### config.mk
export PLATFORM = sky130hd
export DESIGN_NAME = pixel_compositor
export DESIGN_NICKNAME = d
export VERILOG_FILES = /design/src/rtl/pixel_compositor.sv
export SDC_FILE = /design/constraint.sdc
export NUM_CORES = 1
export LEC_CHECK = 0
export CAP_MARGIN = 20
export CORE_MARGIN = 2
export CORE_UTILIZATION = 40
export CTS_CLUSTER_SIZE = 8
export DETAILED_ROUTE_END_ITERATION = 6
export PLACE_DENSITY = 0.89
export RECOVER_POWER = 100
export SYNTH_ARGS = -nofsm -noshare
export SYNTH_HDL_FRONTEND = slang
export SYNTH_SLANG_ARGS = --single-unit
### constraint.sdc
create_clock -name Clk -period 1.71 [get_ports Clk]
set_clock_uncertainty 0.05 [all_clocks]
set_input_delay 0.342 -clock Clk [delete_from_list [all_inputs] [get_ports Clk]]
set_output_delay 0.342 -clock Clk [all_outputs]
set_load 0.02 [all_outputs]
### src/rtl/pixel_compositor.sv
// Pixel compositor: priority-merges palette indices, maps them to 12-bit RGB inside the
// visible window, and counts player/obstacle overlap per frame to report collisions.
module pixel_compositor #(
  parameter int CIDXW    = 3,
  parameter int IN_LAT   = 1,
  parameter int H_START  = 144,
  parameter int H_END    = 783,
  parameter int V_START  = 35,
  parameter int V_END    = 514,
  parameter int COLL_MIN = 4
) (
  input  logic           Clk,
  input  logic           Reset,
  input  logic [3:0]     state,
  input  logic [9:0]     hc,
  input  logic [9:0]     vc,
  input  logic [CIDXW:0] level_pix,
  input  logic [CIDXW:0] obstacle_pix,
  input  logic [CIDXW:0] player_pix,
  output logic [3:0]     vgaR,
  output logic [3:0]     vgaG,
  output logic [3:0]     vgaB,
  output logic           frame_tick,
  output logic           collision,
  output logic [7:0]     hit_count
);

  localparam int         IW       = CIDXW + 1;
  localparam logic [9:0] H_LO     = 10'(H_START);
  localparam logic [9:0] H_HI     = 10'(H_END);
  localparam logic [9:0] V_LO     = 10'(V_START);
  localparam logic [9:0] V_HI     = 10'(V_END);
  localparam logic [9:0] EOF_V    = 10'(V_END + 1);
  localparam logic [7:0] COLL_THR = 8'(COLL_MIN);

  function automatic logic [11:0] palette(input logic [IW-1:0] idx);
    case (idx)
      IW'(0):  palette = 12'hFFF;
      IW'(1):  palette = 12'h000;
      IW'(2):  palette = 12'hF80;
      IW'(3):  palette = 12'h0A0;
      IW'(7):  palette = 12'h555;
      default: palette = 12'hF0F;
    endcase
  endfunction

  logic          vis_raw_s;
  logic          vis_al_s;
  logic [IW-1:0] pix_idx_s;
  logic          running_s;
  logic          overlap_s;
  logic          eof_s;

  logic [11:0]   rgb_d, rgb_q;
  logic [7:0]    hit_d, hit_q;
  logic          flag_d, flag_q;
  logic          tick_d, tick_q;
  logic          coll_d, coll_q;

  assign vis_raw_s = (hc >= H_LO) && (hc <= H_HI) && (vc >= V_LO) && (vc <= V_HI);

  // Delay the window flag so it lines up with the lagging pixel-index inputs.
  generate
    if (IN_LAT == 0) begin : g_nolat
      assign vis_al_s = vis_raw_s;
    end else begin : g_lat
      logic [IN_LAT-1:0] vis_pipe_d, vis_pipe_q;

      always_comb begin
        vis_pipe_d = IN_LAT'({vis_pipe_q, vis_raw_s});
      end

      always_ff @(posedge Clk or posedge Reset) begin
        if (Reset) begin
          vis_pipe_q <= '0;
        end else begin
          vis_pipe_q <= vis_pipe_d;
        end
      end

      assign vis_al_s = vis_pipe_q[IN_LAT-1];
    end
  endgenerate

  always_comb begin
    if (player_pix != '0) begin
      pix_idx_s = player_pix;
    end else if (obstacle_pix != '0) begin
      pix_idx_s = obstacle_pix;
    end else begin
      pix_idx_s = level_pix;
    end

    if (vis_al_s) begin
      rgb_d = palette(pix_idx_s);
    end else begin
      rgb_d = 12'h000;
    end

    running_s = (state >= 4'd5) && (state <= 4'd10);
    overlap_s = running_s && vis_al_s && (player_pix != '0) && (obstacle_pix != '0);
    eof_s     = (hc == 10'd0) && (vc == EOF_V);

    // End of frame clears the counter even if an overlap lands on the same cycle.
    if (eof_s) begin
      hit_d  = 8'd0;
      flag_d = 1'b0;
    end else begin
      if (overlap_s && (hit_q != 8'hFF)) begin
        hit_d = hit_q + 8'd1;
      end else begin
        hit_d = hit_q;
      end
      flag_d = flag_q || (hit_d >= COLL_THR);
    end

    tick_d = eof_s;
    coll_d = eof_s && flag_q;
  end

  always_ff @(posedge Clk or posedge Reset) begin
    if (Reset) begin
      rgb_q  <= 12'h000;
      hit_q  <= 8'd0;
      flag_q <= 1'b0;
      tick_q <= 1'b0;
      coll_q <= 1'b0;
    end else begin
      rgb_q  <= rgb_d;
      hit_q  <= hit_d;
      flag_q <= flag_d;
      tick_q <= tick_d;
      coll_q <= coll_d;
    end
  end

  assign vgaR       = rgb_q[11:8];
  assign vgaG       = rgb_q[7:4];
  assign vgaB       = rgb_q[3:0];
  assign frame_tick = tick_q;
  assign collision  = coll_q;
  assign hit_count  = hit_q;

endmodule
**After elaboration in Yosys (flattened, before gate mapping)**

Cells that the tools add are included.

- Magnitude comparators: 7
- Reductions and logical operators: 15
- $add $sub $neg: 1
- Bitwise operators: 0
- Shift operators: 0
- Multiplexer cells: 8
- Equality and inequality tests: 6
- Div/mod/pow operators: 0
- Multiply operators: 0

Operators by type and width:

| cell | count |
|---|---|
| $pmux W12 S5 | 1 |
| $mux W8 | 3 |
| $le A10 B10 Y1 const B | 2 |
| $mux W12 | 1 |
| $eq A10 B10 Y1 const B | 1 |
| $ge A10 B6 Y1 const B | 1 |
| $ge A10 B8 Y1 const B | 1 |
| $logic_and A1 B1 Y1 | 10 |
| $logic_not A10 Y1 | 1 |
| $add A8 B1 Y8 const B | 1 |
| $eq A4 B2 Y1 const B | 2 |
| $ge A8 B3 Y1 const B | 1 |
| $mux W4 | 2 |
| $ne A8 B8 Y1 const B | 1 |
| $reduce_bool A4 Y1 | 2 |
| $eq A4 B1 Y1 const B | 1 |
| $eq A4 B3 Y1 const B | 1 |
| $ge A4 B3 Y1 const B | 1 |
| $le A4 B4 Y1 const B | 1 |
| $logic_not A4 Y1 | 1 |
| $logic_or A1 B1 Y1 | 1 |
| $mux W1 | 1 |

- Latch bits: 0
- Bits of input ports: 38
- Memories: 0
- Output and inout port bits: 22
- Register bits after elaboration: 24
- ROM bits: 0
- Bits in writable memories: 0

**Logic depth before layout (Yosys ltp)**

- Depth after elaboration: 11
- Mapped depth: 7
- Gate-level depth less buffers: 7

**Worst setup path after synthesis**

No wires, ideal clock.

- Kind: reg-to-reg
- From: register hit_q[3] (netlist: hit_count[3])
- To: register flag_q
- Arrival: 1.548 ns
- Path buffers: 1
- Setup time: 0.132 ns
- Path slack: -0.020 ns
- Stages on the path, launching flop included: 7
- Data required time: 1.528 ns
- Cell sequence: dfrtp_1 clkbuf_1 nand4_1 or3b_2 a21oi_1 a21o_1 a31oi_1

- Word-level cells in the longest chain between the ends: 7
- Elaborated cells between the ends (all ways): 8
- Classes of those cells: 1 x add/sub; 1 x order compare; 1 x eq/ne; 3 x mux; 2 x reduce/logical

RTL lines:

| item | line | RTL |
|---|---|---|
| from (decl) | 55 | `logic [7:0] hit_d, hit_q;` |
| from (signal assigned) | 130 | `hit_q <= hit_d;` |
| parallel branches: the longest is 2 deep, another holds $add A8 B1 Y8 | - |  |
| $mux W8 * | 109 | `if (overlap_s && (hit_q != 8'hFF)) begin` |
| $mux W8 * | 105 | `if (eof_s) begin` |
| $ge A8 B3 Y1 * | 114 | `flag_d = flag_q \|\| (hit_d >= COLL_THR);` |
| $logic_or A1 B1 Y1 * | 114 |  |
| $mux W1 * | 105 |  |
| named net flag_d | 56 | `logic flag_d, flag_q;` |
| to (signal assigned) | 131 | `flag_q <= flag_d;` |
| to (decl) | 56 |  |

Mark *: on every way through the listed nets, which the timed path passes. The select of a mux whose other input is x is not followed.

**Worst setup path after layout**

- From: input level_pix[0]
- To: register rgb_q[6]

- Word-level cells in the longest chain between the ends: 5
- Elaborated cells between the ends (all ways): 9
- Classes of those cells: 4 x eq/ne; 4 x mux; 1 x reduce/logical

RTL lines:

| item | line | RTL |
|---|---|---|
| from (decl) | 17 | `input logic [CIDXW:0] level_pix,` |
| $mux W4 * | 88 | `end else if (obstacle_pix != '0) begin` |
| $mux W4 * | 86 | `if (player_pix != '0) begin` |
| $eq A4 B3 Y1, or another cell as far along | 37 | `case (idx)` |
| $pmux W12 S5 * | 37 |  |
| $mux W12 * | 94 | `if (vis_al_s) begin` |
| to (signal assigned) | 129 | `rgb_q <= rgb_d;` |
| to (decl) | 54 | `logic [11:0] rgb_d, rgb_q;` |

Every way passes the cells marked *; elsewhere a longest branch is shown, timed or not.

==> flow_summary.json <==
{
  "antenna_found_initial": 0,
  "clock_path_buffers": 2,
  "drt_iter0_markers": 95,
  "die_w_um": 58.8,
  "setup_viol_count_final": 0,
  "yosysSeqAreaShare_pct": 39.6,
  "cts_root_buffer": "clkbuf_4",
  "finalMaxSlewViolations": 0,
  "via_count": 1446,
  "cp.required_ns": 1.91,
  "reg2reg_slack_ns": 0.01,
  "design.core.area_mm2": 0.00281,
  "first_pass_iters": 6,
  "finalHoldViolCount": 0,
  "cts-buffers-inserted": 3,
  "die-area_mm2": 0.00345,
  "port_buffers": 59,
  "crit_type": "in2reg",
  "clk_pin_slew_worst_paths_ns": 0.13,
  "layout_setup_ws_ns": 0.00435,
  "drc": 5,
  "hold_depth": 3,
  "synth_top_area_share_pct": 39.6,
  "grt_pass1_wl_um": 6430,
  "ys_types": 43,
  "htree_levels": 1,
  "end_kind": "flip-flop",
  "grt_max_degree": 20,
  "status": "finished, violations left",
  "post-route-period-util_pct": 99.7,
  "min_from": "player_pix[1]",
  "synth_area_mm2": 0.00120,
  "drive_above_1_share_pct": 35.0,
  "rsz0062_at_grt": "true",
  "r2r_start": "hit_count[5]",
  "start_util_pct": 42.8,
  "ant_nets": 0,
  "worstReg2RegEnd": "flag_q",
  "place_ws_ns": -0.624,
  "start_kind": "input port",
  "critical_path.max_fanout": 3,
  "totalWireLength_um": 4560,
  "mostFrequentLayoutCells": "clkdlybuf4s50_1, buf_4, nor2_1",
  "synth_area_leaders": "dfrtp_1, nor2_1, a21oi_1",
  "numClockSinks": 19,
  "max-cap-violations": 0,
  "synth_cells": 133,
  "synth_top_cell_by_area": "dfrtp_1",
  "globalRouteOverflowTotal": 0,
  "rr_worst_depth": 5,
  "ys_warn_count": 0,
  "vias_per_cell": 5.76,
  "rows": 19,
  "die-height_um": 58.8,
  "worst_pin_slew_ns": 1.01,
  "async_flop_share_pct": 100,
  "routedWlPerCell_um": 18.2,
  "clk_latency_ns": 0.32,
  "syn_nets": 172,
  "diodes": 0,
  "p_leak_nw": 0.904,
  "fin_crit_ns": 1.71,
  "synth-edff-count": 0,
  "setup_tns_ns": 0,
  "hold_class": "in2reg",
  "cp.arrival_ns": 1.91,
  "slew_headroom_pct": 33.0,
  "place.gp.congestion": 0.941,
  "violations": "design-rule violations",
  "final_nets": 260,
  "clock.fmax_ghz": 0.586,
  "synth_ff_type": "dfrtp_1",
  "synth_area_per_cell_um2": 9.02,
  "grtUsageTotal_pct": 25.1,
  "syn2layout_area_growth_pct": 75.8,
  "p_per_area_mw_per_mm2": 783,
  "ir_worst_vdd_mv": 0.469,
  "post-dp-hpwl_um": 2980,
  "grt_pass1_vias": 1405,
  "io_pins": 60,
  "ys_ff_latch": 19,
  "min_to": "rgb_q[7]",
  "cts_tree": "yes"
}
cell families after synthesis:
group	share of synthesized area, %
compound gates	12.2
xor+xnor	3.65
fa+ha+maj	1.88
buf+inv	4.80
flops	39.6
mux	3.75
simple gates	34.1
worst max-delay path by stage:
stage                     slack (ns)      endpoint  depth (start not counted)           from
after floorplan                 0.02      rgb_q[6]                          4  player_pix[3]
after global placement         -0.50        flag_q                          7       state[3]
after detailed placement       -0.62      rgb_q[6]                          7  player_pix[3]
after CTS                     -0.005        flag_q                          5   hit_count[6]
after global routing           -0.08  hit_count[4]                          6   hit_count[5]
final                          0.004      rgb_q[6]                          7   level_pix[0]
report_power, final:
group	switching (W)	internal (W)	total [W]
registers	0.0000913	0.000518	0.000609
clock network	0.000171	0.0000895	0.000261
logic	0.000412	0.000370	0.000782
total	0.000675	0.000977	0.00165
synthesized netlist by cell type, drive strengths merged, types with 2 or more instances:
cell    count
dfrtp      19
nor2       19
nand2      15
a21oi      11
nor3       11
buf         6
xnor2       5
nand3       4
nor4        4
mux2i       3
o21ai       3
a21o        2
a31oi       2
clkbuf      2
inv         2
nand2b      2
nand3b      2
nor4b       2
o21bai      2
or4         2
worst max-delay path, cell delays in order:
cell             delay [ns]
clkdlybuf4s50_1        0.45
nor4b_4                0.22
o21ai_2                0.11
nor2b_4                0.17
or2_4                  0.23
mux2_4                 0.26
nor3_2                 0.13
stage by stage:
stage / hold slack [ns] / instances / utilization, % / instance area, um^2 / power, W
after global placement: 0.443 / 234 / 68.5 / 1920 / 0.00125
final: 0.412 / 251 / 75.2 / 2110 / 0.00165
after floorplan: 0.243 / 133 / - / 1200 / 0.000925
after global routing: 0.414 / 251 / 75.2 / 2110 / 0.00172
after detailed placement: 0.460 / 234 / 68.5 / 1920 / 0.00129
after CTS: 0.299 / 243 / 73.3 / 2060 / 0.00152
layout make-up:
type / instances / area [um^2]
clock inverter: 1 / 7.51
fill: 192 / 696
inverter: 2 / 7.51
sequential: 19 / 480
tap: 31 / 38.8
clock buffer: 3 / 22.5
timing repair buffer: 91 / 727
multi-input combinational: 104 / 826
flip-flops by register name, indices dropped and copies added (netlist names):
name,cells
frame_tick,1
collision,1
hit_count,8
rgb_q,7
g_lat.vis_pipe_q,1
flag_q,1
metal layers:
layer	vias to the layer above	share of wire [%]	GRT usage, %
li1	641	-	-
met1	659	34	27.3
met2	118	50	46.5
met3	28	11	2.86
met4	0	5.0	14.0
met5	-	0	0
timing repair:
item                       CTS  global route
hold buffers                 0             0
resized for setup           42            44
buffers inserted             5             8
pin swaps                   12            11
cloned                       0             0
setup endpoints to repair   24            22
(Power assumes the default switching activity.)
